--- config.mk ---
export PLATFORM = sky130hd
export DESIGN_NAME = primus_decode_stage
export DESIGN_NICKNAME = d
export VERILOG_FILES = /design/src/rtl/primus_decode_stage.sv
export SDC_FILE = /design/constraint.sdc
export NUM_CORES = 1
export LEC_CHECK = 0
export ABC_CLOCK_PERIOD_IN_PS = 8600
export BUFFER_PORTS_ARGS = -buffer_cell sky130_fd_sc_hd__buf_4
export CAP_MARGIN = 20
export CORE_UTILIZATION = 52
export CTS_CLUSTER_DIAMETER = 50
export DETAILED_ROUTE_END_ITERATION = 10
export PLACE_DENSITY = 0.81
export SYNTH_ARGS = -nofsm -noshare
export SYNTH_HDL_FRONTEND = slang
export SYNTH_SLANG_ARGS = --single-unit
--- constraint.sdc ---
create_clock -name clk_i -period 8.6 [get_ports clk_i]
set_clock_uncertainty 0.15 [all_clocks]
set_input_delay 0.86 -clock clk_i [delete_from_list [all_inputs] [get_ports clk_i]]
set_output_delay 0.86 -clock clk_i [all_outputs]
set_load 0.005 [all_outputs]
--- src/rtl/primus_decode_stage.sv ---
// primus_decode_stage
// -------------------
// RV32I instruction decode stage sitting between fetch and execute.
//
// An instruction and its PC are taken from fetch over a valid/ready
// handshake, decoded combinationally, and the resulting control bundle is
// held in an output register backed by a one-entry skid register. Together
// they hold up to two instructions. if_ready_o depends only on the skid
// occupancy flop, so there is no combinational path from id_ready_i back to
// fetch.
//
// Handshake rule (both sides): a transfer happens on a rising clk_i edge
// where valid and ready are both 1. A producer holding valid=1 must keep its
// payload stable until the transfer. id_valid_o and the id_* bundle are
// stable while id_valid_o && !id_ready_i.
//
// Ports
//   clk_i, rst_i            clock, asynchronous active-high reset
//   flush_i                 discard everything held; same-cycle input dropped
//   if_valid_i/if_ready_o   fetch-side handshake
//   if_instr_i, if_pc_i     raw instruction word and its PC
//   id_valid_o/id_ready_i   execute-side handshake
//   id_pc_o                 PC of the presented instruction
//   id_rs1_o/rs2_o/rd_o     register indices
//   id_imm_o                sign-extended immediate (0 for OP/SYSTEM)
//   id_alu_op_o             alu_op_e
//   id_funct3_o             instr[14:12]
//   id_funct7b5_o           instr[30]
//   id_alu_src_imm_o        ALU operand B is the immediate
//   id_alu_src_pc_o         ALU operand A is the PC
//   id_reg_write_o          write rd (never for x0 or illegal)
//   id_mem_read_o/write_o   LOAD / STORE
//   id_branch_o/id_jump_o   BRANCH / JAL or JALR
//   id_wb_sel_o             wb_sel_e
//   id_system_o             SYSTEM opcode
//   id_illegal_o            unknown opcode or instr[1:0] != 2'b11

module primus_decode_stage #(
    parameter int          XLEN     = 32,
    parameter logic [31:0] RESET_PC = 32'h0000_0000
) (
    input  logic            clk_i,
    input  logic            rst_i,
    input  logic            flush_i,
    input  logic            if_valid_i,
    output logic            if_ready_o,
    input  logic [31:0]     if_instr_i,
    input  logic [XLEN-1:0] if_pc_i,
    output logic            id_valid_o,
    input  logic            id_ready_i,
    output logic [XLEN-1:0] id_pc_o,
    output logic [4:0]      id_rs1_o,
    output logic [4:0]      id_rs2_o,
    output logic [4:0]      id_rd_o,
    output logic [XLEN-1:0] id_imm_o,
    output logic [1:0]      id_alu_op_o,
    output logic [2:0]      id_funct3_o,
    output logic            id_funct7b5_o,
    output logic            id_alu_src_imm_o,
    output logic            id_alu_src_pc_o,
    output logic            id_reg_write_o,
    output logic            id_mem_read_o,
    output logic            id_mem_write_o,
    output logic            id_branch_o,
    output logic            id_jump_o,
    output logic [1:0]      id_wb_sel_o,
    output logic            id_system_o,
    output logic            id_illegal_o
);

    typedef enum logic [6:0] {
        OPC_LOAD   = 7'b0000011,
        OPC_STORE  = 7'b0100011,
        OPC_OP_IMM = 7'b0010011,
        OPC_OP     = 7'b0110011,
        OPC_LUI    = 7'b0110111,
        OPC_AUIPC  = 7'b0010111,
        OPC_BRANCH = 7'b1100011,
        OPC_JAL    = 7'b1101111,
        OPC_JAL_R  = 7'b1100111,
        OPC_SYSTEM = 7'b1110011
    } opcode_e;

    typedef enum logic [1:0] {
        ALU_ADD        = 2'd0,
        ALU_SUB        = 2'd1,
        ALU_FROM_FUNCT = 2'd2,
        ALU_PASS_B     = 2'd3
    } alu_op_e;

    typedef enum logic [1:0] {
        WB_ALU = 2'd0,
        WB_MEM = 2'd1,
        WB_PC4 = 2'd2
    } wb_sel_e;

    typedef struct packed {
        logic [XLEN-1:0] pc;
        logic [4:0]      rs1;
        logic [4:0]      rs2;
        logic [4:0]      rd;
        logic [XLEN-1:0] imm;
        alu_op_e         alu_op;
        logic [2:0]      funct3;
        logic            funct7b5;
        logic            alu_src_imm;
        logic            alu_src_pc;
        logic            reg_write;
        logic            mem_read;
        logic            mem_write;
        logic            branch;
        logic            jump;
        wb_sel_e         wb_sel;
        logic            system;
        logic            illegal;
    } bundle_t;

    // Reset image: all-zero encodes ALU_ADD / WB_ALU, only the PC differs.
    function automatic bundle_t reset_bundle();
        bundle_t b;
        b    = '0;
        b.pc = RESET_PC[XLEN-1:0];
        return b;
    endfunction

    bundle_t dec;
    bundle_t out_q;
    bundle_t skid_q;
    logic    out_valid_q;
    logic    skid_valid_q;
    logic    accept;
    logic    load_out;

    logic [XLEN-1:0] imm_i;
    logic [XLEN-1:0] imm_s;
    logic [XLEN-1:0] imm_b;
    logic [XLEN-1:0] imm_u;
    logic [XLEN-1:0] imm_j;

    assign imm_i = {{20{if_instr_i[31]}}, if_instr_i[31:20]};
    assign imm_s = {{20{if_instr_i[31]}}, if_instr_i[31:25], if_instr_i[11:7]};
    assign imm_b = {{19{if_instr_i[31]}}, if_instr_i[31], if_instr_i[7],
                    if_instr_i[30:25], if_instr_i[11:8], 1'b0};
    assign imm_u = {if_instr_i[31:12], 12'b0};
    assign imm_j = {{11{if_instr_i[31]}}, if_instr_i[31], if_instr_i[19:12],
                    if_instr_i[20], if_instr_i[30:21], 1'b0};

    // Decoder. Register fields and funct bits pass through even for illegal
    // words so the trap handler downstream can inspect them.
    always_comb begin
        dec          = '0;
        dec.pc       = if_pc_i;
        dec.rs1      = if_instr_i[19:15];
        dec.rs2      = if_instr_i[24:20];
        dec.rd       = if_instr_i[11:7];
        dec.funct3   = if_instr_i[14:12];
        dec.funct7b5 = if_instr_i[30];
        case (if_instr_i[6:0])
            OPC_LOAD: begin
                dec.imm         = imm_i;
                dec.alu_src_imm = 1'b1;
                dec.reg_write   = 1'b1;
                dec.mem_read    = 1'b1;
                dec.wb_sel      = WB_MEM;
            end
            OPC_STORE: begin
                dec.imm         = imm_s;
                dec.alu_src_imm = 1'b1;
                dec.mem_write   = 1'b1;
            end
            OPC_OP_IMM: begin
                dec.imm         = imm_i;
                dec.alu_op      = ALU_FROM_FUNCT;
                dec.alu_src_imm = 1'b1;
                dec.reg_write   = 1'b1;
            end
            OPC_OP: begin
                dec.alu_op    = ALU_FROM_FUNCT;
                dec.reg_write = 1'b1;
            end
            OPC_LUI: begin
                dec.imm         = imm_u;
                dec.alu_op      = ALU_PASS_B;
                dec.alu_src_imm = 1'b1;
                dec.reg_write   = 1'b1;
            end
            OPC_AUIPC: begin
                dec.imm         = imm_u;
                dec.alu_src_imm = 1'b1;
                dec.alu_src_pc  = 1'b1;
                dec.reg_write   = 1'b1;
            end
            OPC_BRANCH: begin
                dec.imm    = imm_b;
                dec.alu_op = ALU_SUB;
                dec.branch = 1'b1;
            end
            OPC_JAL: begin
                dec.imm         = imm_j;
                dec.alu_src_imm = 1'b1;
                dec.alu_src_pc  = 1'b1;
                dec.reg_write   = 1'b1;
                dec.jump        = 1'b1;
                dec.wb_sel      = WB_PC4;
            end
            OPC_JAL_R: begin
                dec.imm         = imm_i;
                dec.alu_src_imm = 1'b1;
                dec.reg_write   = 1'b1;
                dec.jump        = 1'b1;
                dec.wb_sel      = WB_PC4;
            end
            OPC_SYSTEM: begin
                dec.system = 1'b1;
            end
            // Covers unknown opcodes and any word with instr[1:0] != 2'b11,
            // since every listed opcode ends in 2'b11.
            default: begin
                dec.illegal = 1'b1;
            end
        endcase
        if (if_instr_i[11:7] == 5'd0) begin
            dec.reg_write = 1'b0;
        end
    end

    assign if_ready_o = !skid_valid_q;
    assign accept     = if_valid_i && if_ready_o;
    assign load_out   = !out_valid_q || id_ready_i;

    // Skid is only filled while the output is stalled, and fetch is
    // blocked while it is full, so the skid entry is always the older of
    // the two when the output frees up: ordering is preserved.
    always_ff @(posedge clk_i or posedge rst_i) begin
        if (rst_i) begin
            out_valid_q  <= 1'b0;
            skid_valid_q <= 1'b0;
            out_q        <= reset_bundle();
            skid_q       <= reset_bundle();
        end else if (flush_i) begin
            out_valid_q  <= 1'b0;
            skid_valid_q <= 1'b0;
        end else if (load_out) begin
            if (skid_valid_q) begin
                out_q        <= skid_q;
                out_valid_q  <= 1'b1;
                skid_valid_q <= 1'b0;
            end else if (accept) begin
                out_q       <= dec;
                out_valid_q <= 1'b1;
            end else begin
                out_valid_q <= 1'b0;
            end
        end else if (accept) begin
            skid_q       <= dec;
            skid_valid_q <= 1'b1;
        end
    end

    assign id_valid_o       = out_valid_q;
    assign id_pc_o          = out_q.pc;
    assign id_rs1_o         = out_q.rs1;
    assign id_rs2_o         = out_q.rs2;
    assign id_rd_o          = out_q.rd;
    assign id_imm_o         = out_q.imm;
    assign id_alu_op_o      = out_q.alu_op;
    assign id_funct3_o      = out_q.funct3;
    assign id_funct7b5_o    = out_q.funct7b5;
    assign id_alu_src_imm_o = out_q.alu_src_imm;
    assign id_alu_src_pc_o  = out_q.alu_src_pc;
    assign id_reg_write_o   = out_q.reg_write;
    assign id_mem_read_o    = out_q.mem_read;
    assign id_mem_write_o   = out_q.mem_write;
    assign id_branch_o      = out_q.branch;
    assign id_jump_o        = out_q.jump;
    assign id_wb_sel_o      = out_q.wb_sel;
    assign id_system_o      = out_q.system;
    assign id_illegal_o     = out_q.illegal;

endmodule

# After elaboration in Yosys (flattened, before gate mapping)
# Cells that the tools add are included.
dict set report totals {
  out_inout_bits 98
  latch_bits 0
  romBits 0
  input_bits 69
  reg_bits 194
  mem_count 0
  ram_bits 0
}
dict set report classes {
  n_mul 0
  mux 22
  shifts 0
  n_reduce_logical 18
  add_sub_neg 0
  order_cmp 0
  div 0
  n_eq_ne 10
  bitwise_logic 2
}
# cell count
set op_table {}
lappend op_table {{$mux W96} 2}
lappend op_table {{$pmux W32 S5} 1}
lappend op_table {{$eq A7 B7 Y1 const B} 4}
lappend op_table {{$eq A7 B6 Y1 const B} 3}
lappend op_table {{$mux W1} 17}
lappend op_table {{$eq A7 B5 Y1 const B} 2}
lappend op_table {{$reduce_or A7 Y1} 2}
lappend op_table {{$reduce_or A10 Y1} 1}
lappend op_table {{$reduce_or A2 Y1} 4}
lappend op_table {{$eq A7 B2 Y1 const B} 1}
lappend op_table {{$pmux W2 S3} 1}
lappend op_table {{$reduce_and A3 Y1} 2}
lappend op_table {{$logic_not A5 Y1} 1}
lappend op_table {{$pmux W2 S2} 1}
lappend op_table {{$reduce_bool A2 Y1} 2}
lappend op_table {{$reduce_bool A3 Y1} 1}
lappend op_table {{$reduce_or A3 Y1} 1}
lappend op_table {{$logic_not A1 Y1} 2}
lappend op_table {{$not A1 Y1} 2}
lappend op_table {{$logic_and A1 B1 Y1} 1}
lappend op_table {{$logic_or A1 B1 Y1} 1}

# Depth between registers and ports, before layout
# Gate-level depths: netlist (run 1).
dict set report depth {
  depth_word 6
  mapped_depth 8
}

# Worst setup path after synthesis (run 1)
# No wires, ideal clock.
dict set report synth_timing {
  kind {input-to-reg}
  startpoint {input port if_instr_i[2]}
  endpoint {register out_q, in the netlist id_imm_o[11]}
  required_time_ns 8.374
  setup_time_ns 0.076
  path_slack_ns 6.498
  arrival_ns 1.876
  path_stages 5
  cell_sequence {buf_2 > or3b_2 > a211oi_1 > nor3_1 > o21ai_1}
}
dict set report synth_via {
  elab_chain_cells 5
}
# item line_no
set synth_rtl {}
lappend synth_rtl {{from (decl)} 47} ;# input logic [31:0] if_instr_i,
lappend synth_rtl {{$eq A7 B7 Y1 (tied with other cells)} 158} ;# case (if_instr_i[6:0])
lappend synth_rtl {{$reduce_or A3 Y1 (no source line) or $reduce_or A2 Y1 (tied branches)} --}
lappend synth_rtl {{$pmux W32 S5 (*)} 158}
lappend synth_rtl {{$mux W96 (*)} 248} ;# end else if (accept) begin
lappend synth_rtl {{$mux W96 (*)} 244} ;# if (skid_valid_q) begin
lappend synth_rtl {{to (signal assigned)} 238} ;# out_q <= reset_bundle();
lappend synth_rtl {{to (signal assigned)} 245} ;# out_q <= skid_q;
lappend synth_rtl {{to (decl)} 127} ;# bundle_t out_q;
# Every way passes the cells marked *; elsewhere a longest branch is shown, timed or not. The select of a mux whose other input is x is not followed.
# A chain may end at the register's enable or synchronous reset.

# Worst setup path after layout (run 1)
dict set report layout_timing {
  startpoint {register skid_valid_q}
  endpoint {output port if_ready_o}
}
dict set report layout_via {
  elab_chain_cells 1
}
# item line_no
set layout_rtl {}
lappend layout_rtl {{from (decl)} 130} ;# logic skid_valid_q;
lappend layout_rtl {{from (signal assigned)} 237} ;# skid_valid_q <= 1'b0;
lappend layout_rtl {{from (signal assigned)} 242} ;# skid_valid_q <= 1'b0;
lappend layout_rtl {{from (signal assigned)} 247} ;# skid_valid_q <= 1'b0;
lappend layout_rtl {{$logic_not A1 Y1} 227} ;# assign if_ready_o = !skid_valid_q;
lappend layout_rtl {{to (decl)} 46} ;# output logic if_ready_o,
# No other way between the ends.

==> results of run 1 <==
## routing by layer
layer / wire length (um) / part of all wire
met1: 9440 / 0.43
met3: 1420 / 0.065
met5: 0 / 0
met2: 10400 / 0.48
met4: 490 / 0.023
## synthesized netlist by cell type (2+ instances only)
master and count:
dfrtp_1 192, nand2_1 285, nand3_1 18, buf_6 3, a22oi_1 19, nor3_1 5, buf_4 7, a221oi_1 8
a211oi_1 6, nor2_2 2, nor2_1 43, o21ai_0 99, nand4b_1 2, nor3_2 2, buf_2 31, buf_1 3
nor2b_1 2, clkbuf_1 18, nor4_1 2, a21oi_1 45, nand2b_1 3, inv_1 5, mux2i_1 52, o21a_1 3
o22ai_1 2, o211ai_1 7, o21ai_1 4
## cell families after synthesis
kind of cell    after synthesis  share of synthesized area
compound gates              204                      0.143
simple gates                376                      0.185
buf+inv                      69                     0.0415
mux                          53                     0.0628
flops                       192                      0.567
## how the worst max path moves through the flow
stage	to	slack (ns)
floorplan	id_alu_op_o[0]$_DFFE_PP0P_	2.36
global placement	id_imm_o[24]$_DFFE_PP0P_	5.58
detailed placement	id_imm_o[26]$_DFFE_PP0P_	5.48
CTS	id_mem_write_o$_DFFE_PP0P_	5.76
global route	skid_q[47]$_DFFE_PP0P_	5.65
finish	if_ready_o	5.80
## cell usage in the layout, fill, tap and decap left out, types with 7 or more instances in the layout
cell type and count:
nand3_1 18, a22oi_1 19, o211ai_1 7, nand2_1 284
a221oi_1 8, a21oi_1 45, nor2_1 43, buf_4 173
clkbuf_16 17, dfrtp_1 191, o21ai_0 99, mux2i_1 52
## critical path: cells and delay by family (launching register included)
kind,cells,cell delay [ns]
flops,1,0.61
buf+inv,2,0.75
## registers in the layout, indices dropped and copies added (netlist names), 2 cells and up
name,count
skid_q,95
id_pc_o,32
id_funct3_o,3
id_rd_o,5
id_rs2_o,5
id_alu_op_o,2
id_wb_sel_o,2
id_rs1_o,5
id_imm_o,32
## where the power goes
group	switching [mW]	internal, mW	total (mW)
registers	0.0843	1.05	1.13
logic	0.184	0.175	0.359
clock network	0.349	0.457	0.806
total	0.618	1.68	2.30
## cell type report
type	count	area [um2]	area share
Tap cell	216	270	0.0261
Clock inverter	14	166	0.0161
Multi-Input combinational cell	633	3320	0.321
Timing Repair Buffer	174	1330	0.128
Clock buffer	18	429	0.0414
Inverter	6	30.0	0.00290
Sequential cell	192	4810	0.464
==> impl_results.md, run 1 <==
* Status: complete, no violations
* FMAX at 357 MHz
* Critical path type: flip-flop to output pin
* CTS Buffer Depth at 2
* Peak VDD IR at 0.000167 V
* # hold bufs at CTS at 0
* Seq/Total Area, Yosys at 0.567
* Clk_lat worst skew at 0.43 ns
* Gr usage total at 0.268
* Core area at 15900 um2
* Clk slew on worst S/H paths at 0.07 ns
* Hold Crit Endpoint: skid_q[76]$_DFFE_PP0P_
* CP endpoint kind: output pin
* Area after DPL at 9730 um2
* Vias in the first global route at 6644
* Crit path max fanout at 36
* Top FF cell, synth: dfrtp_1
* Count of final max-slew check failures at 0
* Min-Delay Path Depth at 2
* DP Wirelength at 13900 um
* # setup viols final at 0
* Number of synthesized flops with an enable pin at 0
* Synthesized net count at 963
* I/O Buffers at 166
* CTS HTree Levels at 4
* Vias post-DR at 6961
* Placement Setup Slack at 5.48 ns
* Starting density of the core at 0.533
* N_diodes at 0
* Crit path launch type: flip-flop
* Gr busiest metal: met2
* DR vias/cell at 5.56
* Post-CTS Resized at 0
* Max-cap violations at 0
* Min Tclk post-route at 2.80 ns
* GR Overflow Total at 0
* Layout Cells excl Fill at 1253
* CTS Sinks at 192
* Hold Path Class: flip-flop to flip-flop
* Antenna-violating nets left at 0
* First-pass iteration count of the detailed router at 5
* Worst setup startpoint: skid_valid_q$_DFFE_PP0P_
* Fin Setup TNS at 0 ns
* Pleak at 4.95 nW
* Slowest CP cell: dfrtp_4
* Placed cells at 1220
* Row cnt at 46
* Post-CTS setup buffers at 0
* Worst EP arrival at 1.79 ns
* DRC Markers at 0
* Netlist cell types at 53
* Crit share post-route at 0.325
* Initial antenna violation count at 0
* Worst Path Required at 7.59 ns
* Final Hold Viols at 0
* Layout area overhead at 22.3%
* Worst min-delay path startpoint: skid_q[76]$_DFFE_PP0P_
* Ranking of synthesized cells by area: dfrtp_1, nand2_1, mux2i_1
* Post-Syn Area at 8470 um2
* IO Pins at 167
* TritonCTS Buffers at 17
* Final Instance Area at 10400 um2
* Yosys reg bits at 192
* Die ar. at 16800 um2
* Flop2flop setup slack at 5.89 ns
* Synthesized area per cell at 9.47 um2
* Tightest Pin Transition at 1.04 ns
* Total Power at 2.30 mW
* Power per cell area at 222 nW/um2
* Met3 Use GR at 0.0615
* Largest net degree at the start of global routing at 122
* DRT iter0 DRCs at 636
* FFs w/ async S/R, synth at 1.00
* R2R depth at 5
* Rel. slew slack at 0.310
* Worst r2r src: skid_valid_q$_DFFE_PP0P_
* Routed len/inst at 17.4 um
* Layout cells sized above 1 at 0.218
* PnR worst setup slack at 5.80 ns
* Core Util, Final at 0.652
* Slowest stage delay, CP at 0.61 ns
* Mapped Cells at 894
* Die Y-Extent at 130 um
* RSZ-0062 raised after global routing: false
* Synth warn at 0
* CP cell instances: inv_2 -> buf_4
* CTS tree: done
* Die width at 130 um
* # fillers at 1309
* Global-route wire length before repair at 34500 um
* Leading area contributor after synthesis: dfrtp_1
* Hold slack at 0.326 ns
* RD Place Congestion at 0.865
* Global routing usage on met1 at 0.366
* Reg-to-reg endpoint: skid_q[47]$_DFFE_PP0P_
* Root Driver: clkbuf_16
* Synth top area share at 0.567
* Met2 GRT Util at 0.416
* WL final at 21800 um
* Final net count at 1093
No activity file was read; power rests on OpenSTA's default activity.
==> run 2: changes to the inputs <==
Settings changed: ABC_CLOCK_PERIOD_IN_PS 8600 to 2900.
Clock period 8.6 ns to 2.9 ns, I/O delays scaled along.
==> impl_results.md, run 2 (synthesis results as in run 1) <==
* Power per cell area at 616 nW/um2 (was 222 nW/um2)
* Hold Path Class: input port to flip-flop (was flip-flop to flip-flop)
* Highest-count cells in the layout ignoring fill and taps: nand2_1, dfrtp_1, buf_4, o21ai_0, dlygate4sd3_1 (was nand2_1, dfrtp_1, buf_4, o21ai_0, mux2i_1)
* Total Power at 6.79 mW (was 2.30 mW)
* Clk slew on worst S/H paths at 0.07 ns (about the same)
* CP cell instances: inv_2 -> buf_4 (unchanged)
* Global-route wire length before repair at 37400 um (was 34500 um)
* Most common cell after layout, fill and taps aside: nand2_1 (unchanged)
* Min-Delay Path Depth at 3 (was 2)
* R2R depth at 5 (unchanged)
* Slowest CP cell: dfrtp_4 (unchanged)
* Worst min-delay path startpoint: if_valid_i (was skid_q[76]$_DFFE_PP0P_)
* RD Place Congestion at 0.837 (was 0.865)
* First-pass iteration count of the detailed router at 5 (unchanged)
* # hold bufs at CTS at 58 (was 0)
* Fin Setup TNS at 0 ns (unchanged)
* Row cnt at 46 (unchanged)
* Post-CTS setup buffers at 0 (unchanged)
* Hold Crit Endpoint: id_valid_o$_DFFE_PP0N_ (was skid_q[76]$_DFFE_PP0P_)
* Final Hold Viols at 0 (unchanged)
* CTS tree: done (unchanged)
* Clk_lat worst skew at 0.43 ns (about the same)
* Crit share post-route at 0.756
* Largest net degree at the start of global routing at 71 (was 122)
* Slowest stage delay, CP at 0.57 ns (was 0.61 ns)
* Flop2flop setup slack at 0.74 ns (was 5.89 ns)
* CP delay by family, top: buffers and inverters (unchanged)
* Initial antenna violation count at 0 (unchanged)
* Post-CTS Resized at 0 (unchanged)
* Reg-to-reg endpoint: id_imm_o[14]$_DFFE_PP0P_ (was skid_q[47]$_DFFE_PP0P_)
* # setup viols final at 0 (unchanged)
* Worst setup startpoint: skid_valid_q$_DFFE_PP0P_ (unchanged)
* Largest Register: skid_q (unchanged)
* Vias in the first global route at 7279 (was 6644)
* Rel. slew slack at 0.524 (was 0.310)
* FMAX at 456 MHz
* Core Util, Final at 0.693 (was 0.652)
* Crit path buf inv count at 2 (unchanged)
* CTS HTree Levels at 4 (unchanged)
* CTS Sinks at 192 (unchanged)
* Hold slack at 0.0138 ns (was 0.326 ns)
* Crit path max fanout at 36 (unchanged)
* Min Tclk post-route at 2.19 ns
* Peak VDD IR at 0.000490 V (was 0.000167 V)
* DRT iter0 DRCs at 653 (was 636)
* Crit path launch type: flip-flop (unchanged)
* Max-cap violations at 0 (unchanged)
* Antenna-violating nets left at 0 (unchanged)
* Core area at 15900 um2 (unchanged)
* Routed len/inst at 17.8 um (was 17.4 um)
* Critical path type: flip-flop to output pin (unchanged)
* Final net count at 1159 (was 1093)
* RSZ-0062 raised after global routing: false (unchanged)
* Die Y-Extent at 130 um (unchanged)
* Tightest Pin Transition at 0.714 ns (was 1.04 ns)
* Gr usage total at 0.292 (was 0.268)
* Layout cells sized above 1 at 0.213 (was 0.218)
* Status: complete, no violations (unchanged)
* DP Wirelength at 14600 um (was 13900 um)
* Pleak at 5.23 nW (was 4.95 nW)
* Root Driver: clkbuf_16 (unchanged)
* DR vias/cell at 5.64 (was 5.56)
* Die ar. at 16800 um2 (unchanged)
* Vias post-DR at 7439 (was 6961)
* Count of final max-slew check failures at 0 (unchanged)
* Worst EP arrival at 1.75 ns (was 1.79 ns)
* Starting density of the core at 0.533 (unchanged)
* Layout area overhead at 30.0% (was 22.3%)
* GR Overflow Total at 0 (unchanged)
* Max reg flops at 95 (unchanged)
* Area after DPL at 9870 um2 (was 9730 um2)
* Worst r2r src: skid_valid_q$_DFFE_PP0P_ (unchanged)
* CTS Buffer Depth at 2 (unchanged)
* Final Instance Area at 11000 um2 (was 10400 um2)
* DRC Markers at 0 (unchanged)
* Die width at 130 um (unchanged)
* N_diodes at 0 (unchanged)
* IO Pins at 167 (unchanged)
* CP endpoint kind: output pin (unchanged)
* TritonCTS Buffers at 17 (unchanged)
* Worst Path Required at 2.46 ns (was 7.59 ns)
* WL final at 23400 um (was 21800 um)
* I/O Buffers at 166 (unchanged)
-- run 2: area by class of cell --
| cell class | count | area, um2 |
|---|---|---|
| Clock inverter | 15 | 138 |
| Multi-Input combinational cell | 633 | 3320 |
| Tap cell | 216 | 270 |
| Inverter | 6 | 26.3 |
| Timing Repair Buffer | 240 | 2020 |
| Clock buffer | 17 | 425 |
| Sequential cell | 192 | 4810 |
| Fill cell | 1185 | 4870 |
-- run 2: routing by layer --
metal	GRT usage	up-vias	share of wire
met2	0.466	340	0.48
met4	0.130	0	0.027
met3	0.0685	48	0.083
met5	0	-	0
met1	0.381	3628	0.41
li1	-	3423	-
-- run 2: worst register-to-register path, stage by stage (launching register included) --
cell and delay [ns]:
dfrtp_4 0.57, o21bai_2 0.26, nand2b_4 0.50, buf_12 0.33, nand2_1 0.10, a22oi_1 0.16
-- run 2: worst max path at each step --
stage | slack, ns | to | cells after the start
final | 0.71 | if_ready_o | 2
after global routing | 0.61 | id_imm_o[14]$_DFFE_PP0P_ | 5
after CTS | 0.71 | if_ready_o | 2
after global placement | 0.87 | id_imm_o[14]$_DFFE_PP0P_ | 5
after detailed placement | 0.77 | id_imm_o[14]$_DFFE_PP0P_ | 5
after floorplan | -0.02 | id_alu_op_o[0]$_DFFE_PP0P_ | 1
-- run 2: where the power goes --
group,internal [mW],switching [mW]
logic,0.581,0.581
clock network,1.19,1.06
registers,3.11,0.259
total,4.89,1.90
-- run 2: through the flow --
stage	std cells	setup slack, ns
floorplan	894	-0.0164
global placement	1229	0.867
global route	1319	0.607
CTS	1319	0.711
finish	1319	0.707
detailed placement	1229	0.769
